[src/rtl/fetch_exec_sequencer.sv]
// Multi-cycle fetch/execute control unit: owns PC and IR, gates decoder clock
// enables to one pulse per instruction, and runs the data-memory handshake.
module fetch_exec_sequencer #(
  parameter int         INS_W    = 15,
  parameter int         PC_W     = 8,
  parameter logic [4:0] OP_LD_DM = 5'b11001,
  parameter logic [4:0] OP_ST_DM = 5'b11100,
  parameter logic [4:0] OP_HLT   = 5'b11111,
  parameter int         WAIT_MAX = 15
) (
  input  logic             clk,
  input  logic             rst,
  input  logic             run,
  input  logic [INS_W-1:0] ins_in,
  output logic [PC_W-1:0]  pm_addr,
  output logic [INS_W-1:0] ir,
  input  logic             dec_reg_ce,
  input  logic             dec_accu_ce,
  input  logic             dec_carry_ce,
  input  logic             dec_dm_ce,
  output logic             reg_ce,
  output logic             accu_ce,
  output logic             carry_ce,
  output logic             dm_ce,
  output logic             dm_req,
  input  logic             dm_ack,
  output logic             halted,
  output logic             fault,
  output logic [15:0]      retired,
  output logic [2:0]       state
);

  localparam int WAIT_W = (WAIT_MAX < 1) ? 1 : $clog2(WAIT_MAX + 1);

  typedef enum logic [2:0] {
    IDLE    = 3'd0,
    FETCH   = 3'd1,
    EXEC    = 3'd2,
    MEMWAIT = 3'd3,
    HALT    = 3'd4
  } state_t;

  state_t            cur, nxt;
  logic [WAIT_W-1:0] wait_cnt;
  logic [4:0]        opcode;
  logic              fire, wait_clr, wait_inc, set_fault;

  assign opcode = ir[INS_W-1 -: 5];

  always_comb begin
    nxt       = cur;
    fire      = 1'b0;
    dm_req    = 1'b0;
    wait_clr  = 1'b0;
    wait_inc  = 1'b0;
    set_fault = 1'b0;
    case (cur)
      IDLE:  if (run) nxt = FETCH;
      FETCH: nxt = EXEC;
      EXEC: begin
        if (opcode == OP_HLT) begin
          nxt = HALT;
        end else if (opcode == OP_LD_DM || opcode == OP_ST_DM) begin
          dm_req   = 1'b1;
          wait_clr = 1'b1;
          nxt      = MEMWAIT;
        end else begin
          fire = 1'b1;
          nxt  = run ? FETCH : IDLE;
        end
      end
      MEMWAIT: begin
        dm_req = 1'b1;
        if (dm_ack) begin
          fire = 1'b1;
          nxt  = run ? FETCH : IDLE;
        end else if (wait_cnt == WAIT_W'(WAIT_MAX)) begin
          set_fault = 1'b1;
          nxt       = HALT;
        end else begin
          wait_inc = 1'b1;
        end
      end
      HALT:    nxt = HALT;
      default: nxt = IDLE;
    endcase
  end

  // Enables pass through only in the single retirement cycle.
  assign reg_ce   = fire & dec_reg_ce;
  assign accu_ce  = fire & dec_accu_ce;
  assign carry_ce = fire & dec_carry_ce;
  assign dm_ce    = fire & dec_dm_ce;
  assign halted   = (cur == HALT);
  assign state    = cur;

  always_ff @(posedge clk or posedge rst) begin
    if (rst) begin
      cur      <= IDLE;
      pm_addr  <= '0;
      ir       <= '0;
      retired  <= '0;
      fault    <= 1'b0;
      wait_cnt <= '0;
    end else begin
      cur <= nxt;
      if (cur == FETCH) ir <= ins_in;
      if (fire) begin
        pm_addr <= pm_addr + 1'b1;
        if (retired != '1) retired <= retired + 1'b1;
      end
      if (wait_clr)      wait_cnt <= '0;
      else if (wait_inc) wait_cnt <= wait_cnt + 1'b1;
      if (set_fault) fault <= 1'b1;
    end
  end

endmodule

[config.mk]
export PLATFORM = sky130hd
export DESIGN_NAME = fetch_exec_sequencer
export DESIGN_NICKNAME = d
export VERILOG_FILES = /design/src/rtl/fetch_exec_sequencer.sv
export SDC_FILE = /design/constraint.sdc
export NUM_CORES = 1
export LEC_CHECK = 0
export ABC_AREA = 1
export CORE_AREA = 2 2 87 97
export DETAILED_ROUTE_END_ITERATION = 8
export DIE_AREA = 0 0 89 99
export GPL_TIMING_DRIVEN = 0
export RECOVER_POWER = 100
export SYNTH_ARGS = -nofsm -noshare
export SYNTH_HDL_FRONTEND = slang
export SYNTH_SLANG_ARGS = --single-unit
export TNS_END_PERCENT = 10
[constraint.sdc]
create_clock -name clk -period 3.22 [get_ports clk]
set_clock_uncertainty 0.2 [all_clocks]
set_input_delay 0.644 -clock clk [delete_from_list [all_inputs] [get_ports clk]]
set_output_delay 0.644 -clock clk [all_outputs]
set_load 0.01 [all_outputs]
==> results of run 1 <==
## Yosys cell counts (all sizes together), types with 5 or more instances
master / instances
nand3: 28
o21ai: 10
nand2: 103
inv: 31
a21oi: 7
buf: 5
nor2: 30
xor2: 9
mux2: 12
nand4: 6
xnor2: 6
dfrtp: 47
## worst max-delay path: cells and delay by family
kind                   cells  cell delay [ns]
AND/OR/NAND/NOR            3             0.36
buffers and inverters      5             1.28
## state kept, by name (all words and copies together), names as in the netlist
name and count:
pm_addr 8, wait_cnt 4, ir 15, state 3, fault 1, retired 16
## layout by cell type (no fill, tap or decap), types with 2 or more instances in the layout
cell,instances
nand4_1,6
xor2_1,9
dfrtp_1,47
clkdlybuf4s50_1,25
nand2_1,101
nand3_2,3
dlygate4sd3_1,44
clkbuf_8,5
nor2_1,29
ha_1,3
nor3_1,2
inv_1,29
inv_2,2
a21oi_1,6
nand3_1,25
mux2_2,12
o21ai_0,9
nand3b_1,3
buf_4,2
clkbuf_1,5
nand2_4,2
xnor2_1,6
## cell type report
| cell class | count | area, um^2 | area share |
|---|---|---|---|
| Buffer | 5 | 33.78 | 0.009836 |
| Clock buffer | 7 | 76.32 | 0.02222 |
| Sequential cell | 47 | 1176 | 0.3424 |
| Multi-Input combinational cell | 224 | 1179 | 0.3432 |
| Tap cell | 108 | 135.1 | 0.03934 |
| Clock inverter | 1 | 5.005 | 0.001457 |
| Inverter | 32 | 120.1 | 0.03497 |
| Timing Repair Buffer | 72 | 709.4 | 0.2066 |
## power by group through the flow
stage	clock network, W	logic (W)	registers [W]
final	0.000356	0.00116	0.000955
after global routing	0.000405	0.00129	0.000990
after CTS	0.000373	0.00127	0.000968
after detailed placement	0	0.00126	0.000976
after global placement	0	0.00124	0.000968
after floorplan	0	0.000647	0.00102
## cell families (layout without fill, tap and decap cells)
group                    after synthesis  after routing  share of synthesized area
buffers and inverters                 37            117                    0.06441
XOR/XNOR                              15             15                    0.05203
flip-flops                            47             47                     0.4658
multiplexers                          12             12                    0.05352
adder cells (fa/ha/maj)                3              3                    0.01487
AO/OA/AOI/OAI                         20             20                    0.04361
AND/OR/NAND/NOR                      174            174                     0.3058
## what timing repair did
item,in CTS,in global routing
gates resized for setup,0,2
hold buffers,0,0
setup endpoints to repair,0,4
endpoints found under the hold margin,0,0
## per-stage QoR
stage / TNS (ns) / cell area (um^2)
after floorplan: 0 / 2525
after global placement: 0 / 3371
after detailed placement: 0 / 3391
after CTS: 0 / 3472
after global routing: -0.06292 / 3435
final: 0 / 3435
## path summary, 6_finish.rpt
| kind | slack, ns | end | from |
|---|---|---|---|
| worst max-delay path | 0.08 | accu_ce | dm_ack |
| worst min-delay path | 0.28 | fault$_DFFE_PP0P_ | fault$_DFFE_PP0P_ |
| worst max register to register | 1.05 | retired[1]$_DFFE_PP0P_ | retired[0]$_DFFE_PP0P_ |
| worst min register to register | 0.28 | fault$_DFFE_PP0P_ | fault$_DFFE_PP0P_ |
| max in group asynchronous | 0.98 | retired[0]$_DFFE_PP0P_ | rst |
| min in group asynchronous | 0.69 | ir[5]$_DFFE_PP0P_ | rst |
## per-layer routing
metal / up-vias / wire, um / part of all wire
li1: 1138 / - / -
met1: 1007 / 2459 / 0.43
met2: 44 / 2895 / 0.51
met3: 6 / 269 / 0.047
met4: 0 / 76 / 0.013
met5: - / 0 / 0
==> results.ini, run 1 <==
[power_and_ir_drop]
p_leak_nw=1.663
vdd_drop_max_mv=0.3547
switching_share=0.3906
p_sw_w=0.0009647
internal_power_w=0.001505
p_comb_frac=0.469
finalPower_w=0.002470
power_frac_clock=0.144
seqPwrFrac=0.387
power_density_nw_per_um2=719.1

[finish]
post-route-util=0.4388
layout.nets=413
stdcell_count=496
diodes=0
area_growth_pct=36.03
drive_gt1_frac=0.08247
fill_cells=819

[clock_tree]
clock_latency_ns=0.31
clk_path_buf_depth=2
clock_tree.root_cell=clkbuf_8
post-cts-setup-buffers=0
clk_pin_slew_ns=0.08
numCtsBuffers=5
cts_tree=done
h-tree-depth=2
cts.sinks=47

[synthesis]
syn_nets=334
synth_edf_count=0
syn-cell-area_um2=2525
async_flop_share=1.000
synth_area_leader_cell=dfrtp_1
postSynthAreaPerCell_um2=8.198
yosysTopAreaCellShare=0.4658
synthTopCellsByArea=dfrtp_1 47%, nand2_1 15%, mux2_2 5.4%
synth-seq-cells=47
yosysWarnings=0
post_synth_num_cell_types=30
netlist_instances=308
ys_seq_area_frac=0.4658
synth_flop_cell=dfrtp_1

[worst_setup_path]
critPathRequiredTime_ns=2.38
reg2regPathDepth=9
worstPathMaxFanout=8
path_cells=clkdlybuf4s50_1 > inv_1 > nor2_2 > inv_2 > nand2_4 > inv_1 > nor2_1 > clkdlybuf4s50_1
worst_path_max_delay_cell=clkdlybuf4s50_1
critPathMaxStageDelay_ns=0.54
critPathLaunchType=input port
arrival_ns=2.29
crit_path_end_kind=output pin
path_class=in2out

[detailed_routing]
vias_per_cell=4.425
drt-initial-drc-count=118
wl_per_cell_um=11.49
drt.antenna.violating_nets=0
drcViolationCount=0
drt-pass1-iter-count=4
vias=2195
routed_wl_um=5701

[timing]
max_freq_mhz=318.8
max_slew_margin=0.5112
drv_slew=0
hold_violations=0
tightestPinTransition_ns=0.7324
rsz0062_at_grt=true
fin_crit_ns=3.137
post-route-period-util=0.9741
setup_viol=0
finalWorstSetupSlack_ns=0.08348
hold_slack_ns=0.2800

[worst_hold_path]
min_delay_path_depth=1
worstHoldPathType=reg2reg

[global_routing]
grt_pass1_vias=2167
met2_usage=0.2400
grt_pass1_wl_um=9749
grt_start_max_net_pins=29
antenna_found_initial=0
use_met1=0.1611
grt_busiest_layer=met2
grt_usage=0.1386
use_met3=0.03853
overflow=0

[place]
place_congestion=0.8028
placed_cells=488
dp_slack_ns=0.04402
numPortBuffers=71
place_hpwl_um=4338

[floorplan]
die_x_um=89
io_pins=72
start_util=0.3226
fp-row-count=34
core_um2=7828
die_height_um=99
die_area_um2=8811

[run_status]
status=completed

[job]
maxCapViolCount=0

(Power assumes the default switching activity.)
==> inputs of run 2 (changes only) <==
--- a/config.mk
+++ b/config.mk
@@ -5,10 +5,10 @@
 export SDC_FILE = /design/constraint.sdc
 export NUM_CORES = 1
 export LEC_CHECK = 0
-export ABC_AREA = 1
-export CORE_AREA = 2 2 87 97
+export CORE_AREA = 2 2 81 91
 export DETAILED_ROUTE_END_ITERATION = 8
-export DIE_AREA = 0 0 89 99
+export DIE_AREA = 0 0 83 93
+export DONT_BUFFER_PORTS = 1
 export GPL_TIMING_DRIVEN = 0
 export RECOVER_POWER = 100
 export SYNTH_ARGS = -nofsm -noshare
==> run 2 against run 1 <==
- global-route usage decreased by 1.9 points
- register-to-register slack got worse by 0.48 ns
- critical path depth down 3
- cell count fell by 43%
- synthesized area decreased by 13%
- die area decreased by 12%
- first-iteration DRC count down 45%
- utilization down 9.3 points
- synthesized cell count decreased by 38%
- via count is 34% lower
- critical endpoint unchanged
- highest routed layer is now met5
==> results.ini, run 2 <==
[run_status]
status=completed

[finish]
layout.nets=226
largest_reg_flops=16
fin_area_um2=2370
diodes=0
biggestRegsByFlops=retired: 16 flops, ir: 15 flops, pm_addr: 8 flops
final_cell_mix=47 x dfrtp_1, 18 x nand2_1, 16 x mux2_2
drive_gt1_frac=0.1300
layout_commonest_cell=dfrtp_1
largest-register=retired
area_growth_pct=8.043

[clock_tree]
clock_latency_ns=0.29
clock_tree.root_cell=clkbuf_8
cts_tree=done
h-tree-depth=2
cts_hold_buffers=1
clk_pin_slew_ns=0.08
cts.sinks=47
numCtsBuffers=5
cts_resized=0
post-cts-setup-buffers=0
clk_path_buf_depth=2

[worst_setup_path]
arrival_ns=2.09
worst_path_max_delay_cell=or4_1
worstPathMaxFanout=10
r2r_start=state[0]$_DFFE_PP0P_
critPathRequiredTime_ns=2.38
crit_family=simple AND/OR/NAND/NOR gates
crit_path_end_kind=output pin
r2r_end=ir[5]$_DFFE_PP0P_
critPathLaunchType=flip-flop
worstPathBufferInverterCount=1
path_cells=xnor2_1 > or4_1 > and3_1 > buf_6 > and2_0
critPathMaxStageDelay_ns=0.57
reg2regPathDepth=4
regToRegSetupSlack_ns=0.57
path_class=reg2out
startpoint=ir[10]$_DFFE_PP0P_

[floorplan]
die_height_um=93
fp-row-count=32
start_util=0.3204
core_um2=6847
die_area_um2=7719
io_pins=72
die_x_um=83

[synthesis]
yosysMostFrequentCell=dfrtp_1
post_synth_num_cell_types=34
postSynthAreaPerCell_um2=11.48
async_flop_share=1.000
synth_edf_count=0
ys_seq_area_frac=0.5362
synth-seq-cells=47
yosysTopAreaCellShare=0.5362
syn-cell-area_um2=2193
yosysWarnings=0
syn_nets=217
synthTopCellsByArea=dfrtp_1 54%, mux2_2 8.2%, xnor2_1 5.6%
synth_flop_cell=dfrtp_1
synth_area_leader_cell=dfrtp_1
ys_top_cells_by_count=47 x dfrtp_1, 18 x nand2_1, 16 x mux2_2
netlist_instances=191

[detailed_routing]
drt-initial-drc-count=65
drt.antenna.violating_nets=0
vias_per_cell=5.049
vias=1439
wl_per_cell_um=15.81
routed_wl_um=4505
drt-pass1-iter-count=4
drcViolationCount=0

[timing]
setup_viol=0
max_slew_margin=0.4133
drv_slew=0
post-route-period-util=0.9112
hold_violations=0
max_freq_mhz=340.8
fin_crit_ns=2.934
rsz0062_at_grt=false
fin_tns_setup_ns=0
tightestPinTransition_ns=0.8733
hold_slack_ns=0.3002

[power_and_ir_drop]
p_leak_nw=1.111
vdd_drop_max_mv=0.1933
power_density_nw_per_um2=430.6

[worst_hold_path]
whs_endpoint=ir[7]$_DFFE_PP0P_
min_delay_path_depth=1
worstHoldStart=ins_in[7]
worstHoldPathType=in2reg

[job]
maxCapViolCount=0

[global_routing]
grt_pass1_wl_um=7334
overflow=0
grt_pass1_vias=1436
grt_start_max_net_pins=33
antenna_found_initial=1
grt_usage=0.1199

[place]
numPortBuffers=0
place_hpwl_um=3353
place_congestion=0.7106
place_area_um2=2320

[run 2: changes by cell type after synthesis, moves of 7 or more]
cell     previous run  this run
nor3_1              2         9
xnor2_1             6        14
nor2_1             29         8
inv_1              28         4
nand2_1           100        18
nand3_1            24         9
o21ai_0             9         2
[run 2: worst max-delay path by stage]
stage	endpoint	slack (ns)	cells after the start
after global placement	retired[9]$_DFFE_PP0P_	0.66	1
after global routing	dm_ce	0.20	5
after detailed placement	accu_ce	0.70	5
after CTS	accu_ce	0.36	5
after floorplan	accu_ce	0.79	5
final	accu_ce	0.29	5
[run 2: cells by family after synthesis]
group	count (synthesis)	synth area share
fa+ha+maj	3	0.01712
xor+xnor	23	0.09185
mux	16	0.08214
flops	47	0.5362
compound gates	13	0.03366
buf+inv	7	0.01654
simple gates	82	0.2225
[run 2: stage by stage]
stage | util | setup WS (ns) | cells | power (W)
2_1_floorplan | - | 0.7908 | 191 | 0.0006107
3_3_place_gp | 0.3359 | 0.6570 | 276 | 0.0006146
3_5_place_dp | 0.3388 | 0.6971 | 277 | 0.0006178
4_1_cts | 0.3553 | 0.3621 | 285 | 0.001043
5_1_grt | 0.3461 | 0.1964 | 285 | 0.001059
6_report | 0.3461 | 0.2859 | 285 | 0.001021
[run 2: routing by layer]
layer,up-vias,routed length (um),GRT usage
met4,2,34,0.04098
met1,700,1876,0.1407
met3,4,311,0.04413
li1,690,-,-
met2,43,2269,0.2030
met5,-,13,0
[run 2: area by class of cell]
| type | count | area [um^2] |
|---|---|---|
| tap | 85 | 106.4 |
| multi-input combinational | 137 | 935.9 |
| clock buffer | 6 | 72.57 |
| fill | 701 | 4477 |
| timing repair buffer | 2 | 15.01 |
| buffer | 3 | 18.77 |
| inverter | 4 | 15.01 |
| clock inverter | 1 | 30.03 |
| sequential | 47 | 1176 |
[run 2: where the power goes]
group          internal [W]  total (W)  switching [W]
Sequential         0.000590   0.000590              0
Clock              0.000228   0.000417       0.000190
Combinational    0.00000175  0.0000135      0.0000118
[run 2: worst register-to-register path: cells and delay by family, from the launching register on]
| kind | cells | cell delay (ns) |
|---|---|---|
| muxes | 1 | 0.41 |
| and+or+nand+nor | 1 | 0.74 |
| buffers and inverters | 2 | 0.65 |
| DFF | 1 | 0.55 |
